==> config.mk <==
export PLATFORM = sky130hd
export DESIGN_NAME = seq_scan_ctrl_flat
export DESIGN_NICKNAME = d
export VERILOG_FILES = /design/src/rtl/seq_scan_ctrl_if.sv /design/src/rtl/seq_scan_ctrl.sv /design/src/flat_wrapper.sv
export SDC_FILE = /design/constraint.sdc
export NUM_CORES = 1
export LEC_CHECK = 0
export ABC_AREA = 1
export BUFFER_PORTS_ARGS = -buffer_cell sky130_fd_sc_hd__buf_2
export CORE_UTILIZATION = 55
export CTS_BUF_LIST = sky130_fd_sc_hd__clkbuf_16
export DETAILED_ROUTE_END_ITERATION = 10
export MAX_ROUTING_LAYER = met4
export PLACE_DENSITY_LB_ADDON = 0.05
export SYNTH_ARGS = -nofsm -noshare
export SYNTH_HDL_FRONTEND = slang
export SYNTH_SLANG_ARGS = --single-unit
==> constraint.sdc <==
create_clock -name clk -period 1.9 [get_ports clk]
set_clock_uncertainty 0.2 [all_clocks]
set_input_delay 0.38 -clock clk [delete_from_list [all_inputs] [get_ports clk]]
set_output_delay 0.38 -clock clk [all_outputs]
set_load 0.01 [all_outputs]
==> src/rtl/seq_scan_ctrl_if.sv <==
// rtl/seq_scan_ctrl_if.sv - host and detector signal bundle for the serial scan controller
interface seq_scan_ctrl_if #(
  parameter int WIDTH = 8,
  parameter int CNT_W = 4,
  parameter int POS_W = 3
);
  logic             start;
  logic [WIDTH-1:0] data_in;
  logic             keep;
  logic             ready;
  logic             det_w;
  logic             det_rst_n;
  logic             det_z;
  logic             done;
  logic [CNT_W-1:0] hit_count;
  logic             hit_any;
  logic [POS_W-1:0] first_pos;

  // Side that requests scans and plays the detector's hit flag.
  modport master (
    output start, data_in, keep, det_z,
    input  ready, det_w, det_rst_n, done, hit_count, hit_any, first_pos
  );

  // Side implemented by the scan controller.
  modport slave (
    input  start, data_in, keep, det_z,
    output ready, det_w, det_rst_n, done, hit_count, hit_any, first_pos
  );
endinterface

==> src/rtl/seq_scan_ctrl.sv <==
// rtl/seq_scan_ctrl.sv - serialises a word MSB first into a bit-serial detector and tallies hits
module seq_scan_ctrl #(
  parameter int WIDTH = 8,
  parameter int CNT_W = 4,
  parameter int POS_W = 3
) (
  input  logic            clk,
  input  logic            reset,
  seq_scan_ctrl_if.slave  bus
);

  typedef enum logic [1:0] {IDLE, CLR, SHIFT, DONE} state_t;

  localparam logic [POS_W-1:0] LAST_IDX = POS_W'(WIDTH - 1);
  localparam logic [CNT_W-1:0] CNT_MAX  = {CNT_W{1'b1}};

  state_t           state;
  // sreg holds the bits not yet presented; det_w already carries the current one.
  logic [WIDTH-1:0] sreg;
  logic [POS_W-1:0] idx;

  // Controller FSM; every output is registered and set for the state being entered.
  always_ff @(posedge clk) begin
    if (reset) begin
      state         <= IDLE;
      sreg          <= '0;
      idx           <= '0;
      bus.ready     <= 1'b1;
      bus.done      <= 1'b0;
      bus.det_w     <= 1'b0;
      bus.det_rst_n <= 1'b0;
      bus.hit_count <= '0;
      bus.hit_any   <= 1'b0;
      bus.first_pos <= '0;
    end else begin
      bus.done <= 1'b0;
      case (state)
        IDLE: begin
          bus.det_rst_n <= 1'b1;
          bus.det_w     <= 1'b0;
          if (bus.start) begin
            bus.ready     <= 1'b0;
            bus.hit_count <= '0;
            bus.hit_any   <= 1'b0;
            bus.first_pos <= '0;
            idx           <= '0;
            if (bus.keep) begin
              // Detector state is kept, so the first bit goes out immediately.
              state     <= SHIFT;
              bus.det_w <= bus.data_in[WIDTH-1];
              sreg      <= {bus.data_in[WIDTH-2:0], 1'b0};
            end else begin
              state         <= CLR;
              bus.det_rst_n <= 1'b0;
              sreg          <= bus.data_in;
            end
          end
        end

        CLR: begin
          state         <= SHIFT;
          bus.det_rst_n <= 1'b1;
          bus.det_w     <= sreg[WIDTH-1];
          sreg          <= {sreg[WIDTH-2:0], 1'b0};
        end

        SHIFT: begin
          // The detector consumes det_w at this same edge, so det_z belongs to bit idx.
          if (bus.det_z) begin
            if (bus.hit_count != CNT_MAX) bus.hit_count <= bus.hit_count + 1'b1;
            if (!bus.hit_any) begin
              bus.hit_any   <= 1'b1;
              bus.first_pos <= idx;
            end
          end
          idx <= idx + 1'b1;
          if (idx == LAST_IDX) begin
            state     <= DONE;
            bus.det_w <= 1'b0;
            bus.done  <= 1'b1;
          end else begin
            bus.det_w <= sreg[WIDTH-1];
            sreg      <= {sreg[WIDTH-2:0], 1'b0};
          end
        end

        DONE: begin
          state     <= IDLE;
          bus.ready <= 1'b1;
          bus.det_w <= 1'b0;
        end

        default: state <= IDLE;
      endcase
    end
  end

endmodule
==> src/flat_wrapper.sv <==
// flat-port wrapper written by rule: the top's interface ports become plain ports
module seq_scan_ctrl_flat 
#(
  parameter int WIDTH = 8,
  parameter int CNT_W = 4,
  parameter int POS_W = 3
)
  (clk, reset, bus_start, bus_data_in, bus_keep, bus_det_z, bus_ready, bus_det_w, bus_det_rst_n, bus_done, bus_hit_count, bus_hit_any, bus_first_pos);
  seq_scan_ctrl_if #(.WIDTH(WIDTH), .CNT_W(CNT_W), .POS_W(POS_W)) bus_i ();
  input  logic clk;
  input  logic reset;
  input wire logic [$bits(bus_i.start)-1:0] bus_start;
  input wire logic [$bits(bus_i.data_in)-1:0] bus_data_in;
  input wire logic [$bits(bus_i.keep)-1:0] bus_keep;
  input wire logic [$bits(bus_i.det_z)-1:0] bus_det_z;
  output wire logic [$bits(bus_i.ready)-1:0] bus_ready;
  output wire logic [$bits(bus_i.det_w)-1:0] bus_det_w;
  output wire logic [$bits(bus_i.det_rst_n)-1:0] bus_det_rst_n;
  output wire logic [$bits(bus_i.done)-1:0] bus_done;
  output wire logic [$bits(bus_i.hit_count)-1:0] bus_hit_count;
  output wire logic [$bits(bus_i.hit_any)-1:0] bus_hit_any;
  output wire logic [$bits(bus_i.first_pos)-1:0] bus_first_pos;
  assign bus_i.start = bus_start;
  assign bus_i.data_in = bus_data_in;
  assign bus_i.keep = bus_keep;
  assign bus_i.det_z = bus_det_z;
  assign bus_ready = bus_i.ready;
  assign bus_det_w = bus_i.det_w;
  assign bus_det_rst_n = bus_i.det_rst_n;
  assign bus_done = bus_i.done;
  assign bus_hit_count = bus_i.hit_count;
  assign bus_hit_any = bus_i.hit_any;
  assign bus_first_pos = bus_i.first_pos;
  seq_scan_ctrl #(.WIDTH(WIDTH), .CNT_W(CNT_W), .POS_W(POS_W)) u_core (.clk(clk), .reset(reset), .bus(bus_i));
endmodule
==> summary.md <==
| Metric | Value |
|---|---|
| Max H-tree Level | `1` |
| Vias in the first global route | `1,218` |
| Maximum VDD drop | `891 uV` |
| Total CTS buffers | `3` |
| # fillers | `227` |
| Via Count | `1,393` |
| Dpl ws | `0.127 ns` |
| Violation count after the first detailed-route iteration | `51` |
| Unique masters post-synth | `26` |
| Crit path time final | `1.69 ns` |
| Die H | `53.9 um` |
| Clock transition at the registers of the reported paths | `0.07 ns` |
| Gpl congestion | `0.814` |
| Post-DR vias/cell | `5.14` |
| Detail Route Antenna Nets | `0` |
| Root Buffer | `clkbuf_16` |
| Diodes inserted | `0` |
| Area Overhead vs Synth | `14.0%` |
| Final setup violation count | `0` |
| Commonest non-fill, non-tap cells in the layout | `nand2_1 (68), inv_1 (27), nor2_1 (25), dfxtp_1 (25), buf_2 (24)` |
| Final Cell Area | `1690 um2` |
| F_max | `590 MHz` |
| Die area | `2910 um2` |
| Worst flop-to-flop path startpoint | `u_core.state[0]$_SDFFE_PP0P_` |
| CP endpoint kind | `register` |
| Core region area | `2520 um2` |
| PortBufs | `24` |
| Syn_area_per_cell | `6.76 um2` |
| Tightest Pin Transition | `0.413 ns` |
| Ports | `25` |
| Post-Layout Cell Count | `271` |
| Pin count of the biggest net entering global routing | `17` |
| Worst Min Path Start | `bus_data_in[7]` |
| CTS tree | `built` |
| Rows | `18` |
| Area of the multi-input gates | `836 um2` |
| Static Leak | `0.000855 uW` |
| PwrDens | `1430 nW/um2` |
| Rel. slew slack | `72.5%` |
| Register area share after synthesis | `33.8%` |
| Final wirelength | `3180 um` |
| Status | `completed` |
| Initial Util | `58.7%` |
| Syn. warnings | `0` |
| Final nets | `262` |
| #FFs+latches synth | `25` |
| Worst Path Arrival | `1.65 ns` |
| Placed insts | `267` |
| HPWL after detailed placement | `2400 um` |
| DRC Markers | `0` |
| Sequential cell area | `500 um2` |
| Layout cell share with drive strength beyond 1 | `21.6%` |
| Worst setup startpoint | `u_core.state[0]$_SDFFE_PP0P_` |
| Final worst-path setup slack | `0.206 ns` |
| Final worst-path cycle share | `89.1%` |
| Initial antenna violation count | `0` |
| Synthesized Nets | `239` |
| Max Cap Viol | `0` |
| Commonest non-fill, non-tap cell in the layout | `nand2_1` |
| Grt ovf | `0` |
| Min-Delay Path Class | `in -> reg` |
| Post-DP Area | `1600 um2` |
| GR Util All Layers | `26.2%` |
| RSZ-0062 raised after global routing | `no` |
| Clk sink count | `25` |
| Setup Total Neg Slack | `0 ns` |
| Worst Setup Start Kind | `register` |
| Syn Inst Count | `219` |
| Drt wl/cell | `11.7 um` |
| Cell Area, Synth | `1480 um2` |
| Final Max Tran Viols | `0` |
| DIE WIDTH | `53.9 um` |
| Setup Crit Path Kind | `reg -> reg` |
| Global-route wire length before repair | `5260 um` |
| # hold bufs at CTS | `0` |
| First-pass DRT Iterations | `4` |
| Data required, critical path | `1.86 ns` |
| CP max FO | `9` |
| Clk Latency, worst-skew pair | `0.26 ns` |
| Final Hold Vio Count | `0` |
| Max Root-Sink Buffers | `2` |
metrics by stage:
stage / power (uW) / utilization, % / hold WS, ns
detailed placement: 1910 / 63.5 / 0.252
floorplan: 1690 / - / 0.242
global placement: 1880 / 63.5 / 0.247
global route: 2610 / 67.0 / 0.241
CTS: 2390 / 66.8 / 0.223
finish: 2410 / 67.0 / 0.223
path summary, 6_finish.rpt:
path | cells after the start | endpoint | slack [ns]
min | 3 | u_core.bus.det_w$_SDFF_PP0_ | 0.22
min reg2reg | 2 | u_core.bus.first_pos[0]$_SDFFE_PP0P_ | 0.26
max reg2reg | 8 | u_core.sreg[2]$_SDFFE_PP0P_ | 0.21
max | 8 | u_core.sreg[2]$_SDFFE_PP0P_ | 0.21
layout make-up:
class / instances / share of cell area, %
Multi-Input combinational cell: 158 / 49.5
Sequential cell: 25 / 29.6
Timing Repair Buffer: 24 / 7.11
Inverter: 30 / 6.67
Clock buffer: 3 / 4.44
Tap cell: 30 / 2.22
Clock inverter: 1 / 0.444
kinds of logic after synthesis:
kind of cell    after synthesis  synth area share, %
flops                        25                 33.8
compound gates               27                 10.1
buf+inv                      36                 10.1
fa+ha+maj                     7                 5.91
simple gates                124                 40.0
registers in the layout, indices dropped and copies added (netlist names):
| register | flops |
|---|---|
| u_core.bus.hit_count | 4 |
| u_core.idx | 3 |
| u_core.sreg | 8 |
| u_core.bus.det_rst_n | 1 |
| u_core.bus.ready | 1 |
| u_core.bus.hit_any | 1 |
| u_core.state | 2 |
| u_core.bus.first_pos | 3 |
| u_core.bus.done | 1 |
| u_core.bus.det_w | 1 |
cells in the mapped netlist (all sizes together):
master | instances | share of area [%]
buf | 4 | 1.9
ha | 7 | 5.9
inv | 30 | 7.6
dfxtp | 25 | 34
o21ai | 6 | 2.3
nand2 | 75 | 21
a21oi | 20 | 7.3
nor2 | 31 | 11
a41oi | 1 | 0.59
nand4 | 2 | 0.84
nand3 | 16 | 6.9
clkbuf | 2 | 0.59
critical path, cell delays in order, from the launching register on:
cell and delay [ns]:
dfxtp_1 0.38, inv_1 0.09, ha_2 0.26, inv_1 0.19, nand3_4 0.16, nand2_4 0.15
nand2_1 0.06, nand2_1 0.07, nor2_2 0.03
where the power goes:
| group | internal [uW] | switching (uW) | total, uW |
|---|---|---|---|
| logic | 408 | 794 | 1200 |
| clock network | 286 | 192 | 477 |
| registers | 648 | 85.2 | 733 |
| total | 1340 | 1070 | 2410 |
metal layers:
layer	track usage, %	part of all wire [%]	up-vias
li1	-	-	729
met1	34.3	48	617
met2	41.6	45	43
met3	1.69	5.2	4
met4	10.5	1.3	0
met5	-	0	-
repair_timing:
item                                    CTS  global route
gates resized for setup                   0             2
buffers inserted                          0             0
endpoints found under the setup margin    0             8
No activity file was read; power rests on OpenSTA's default activity.
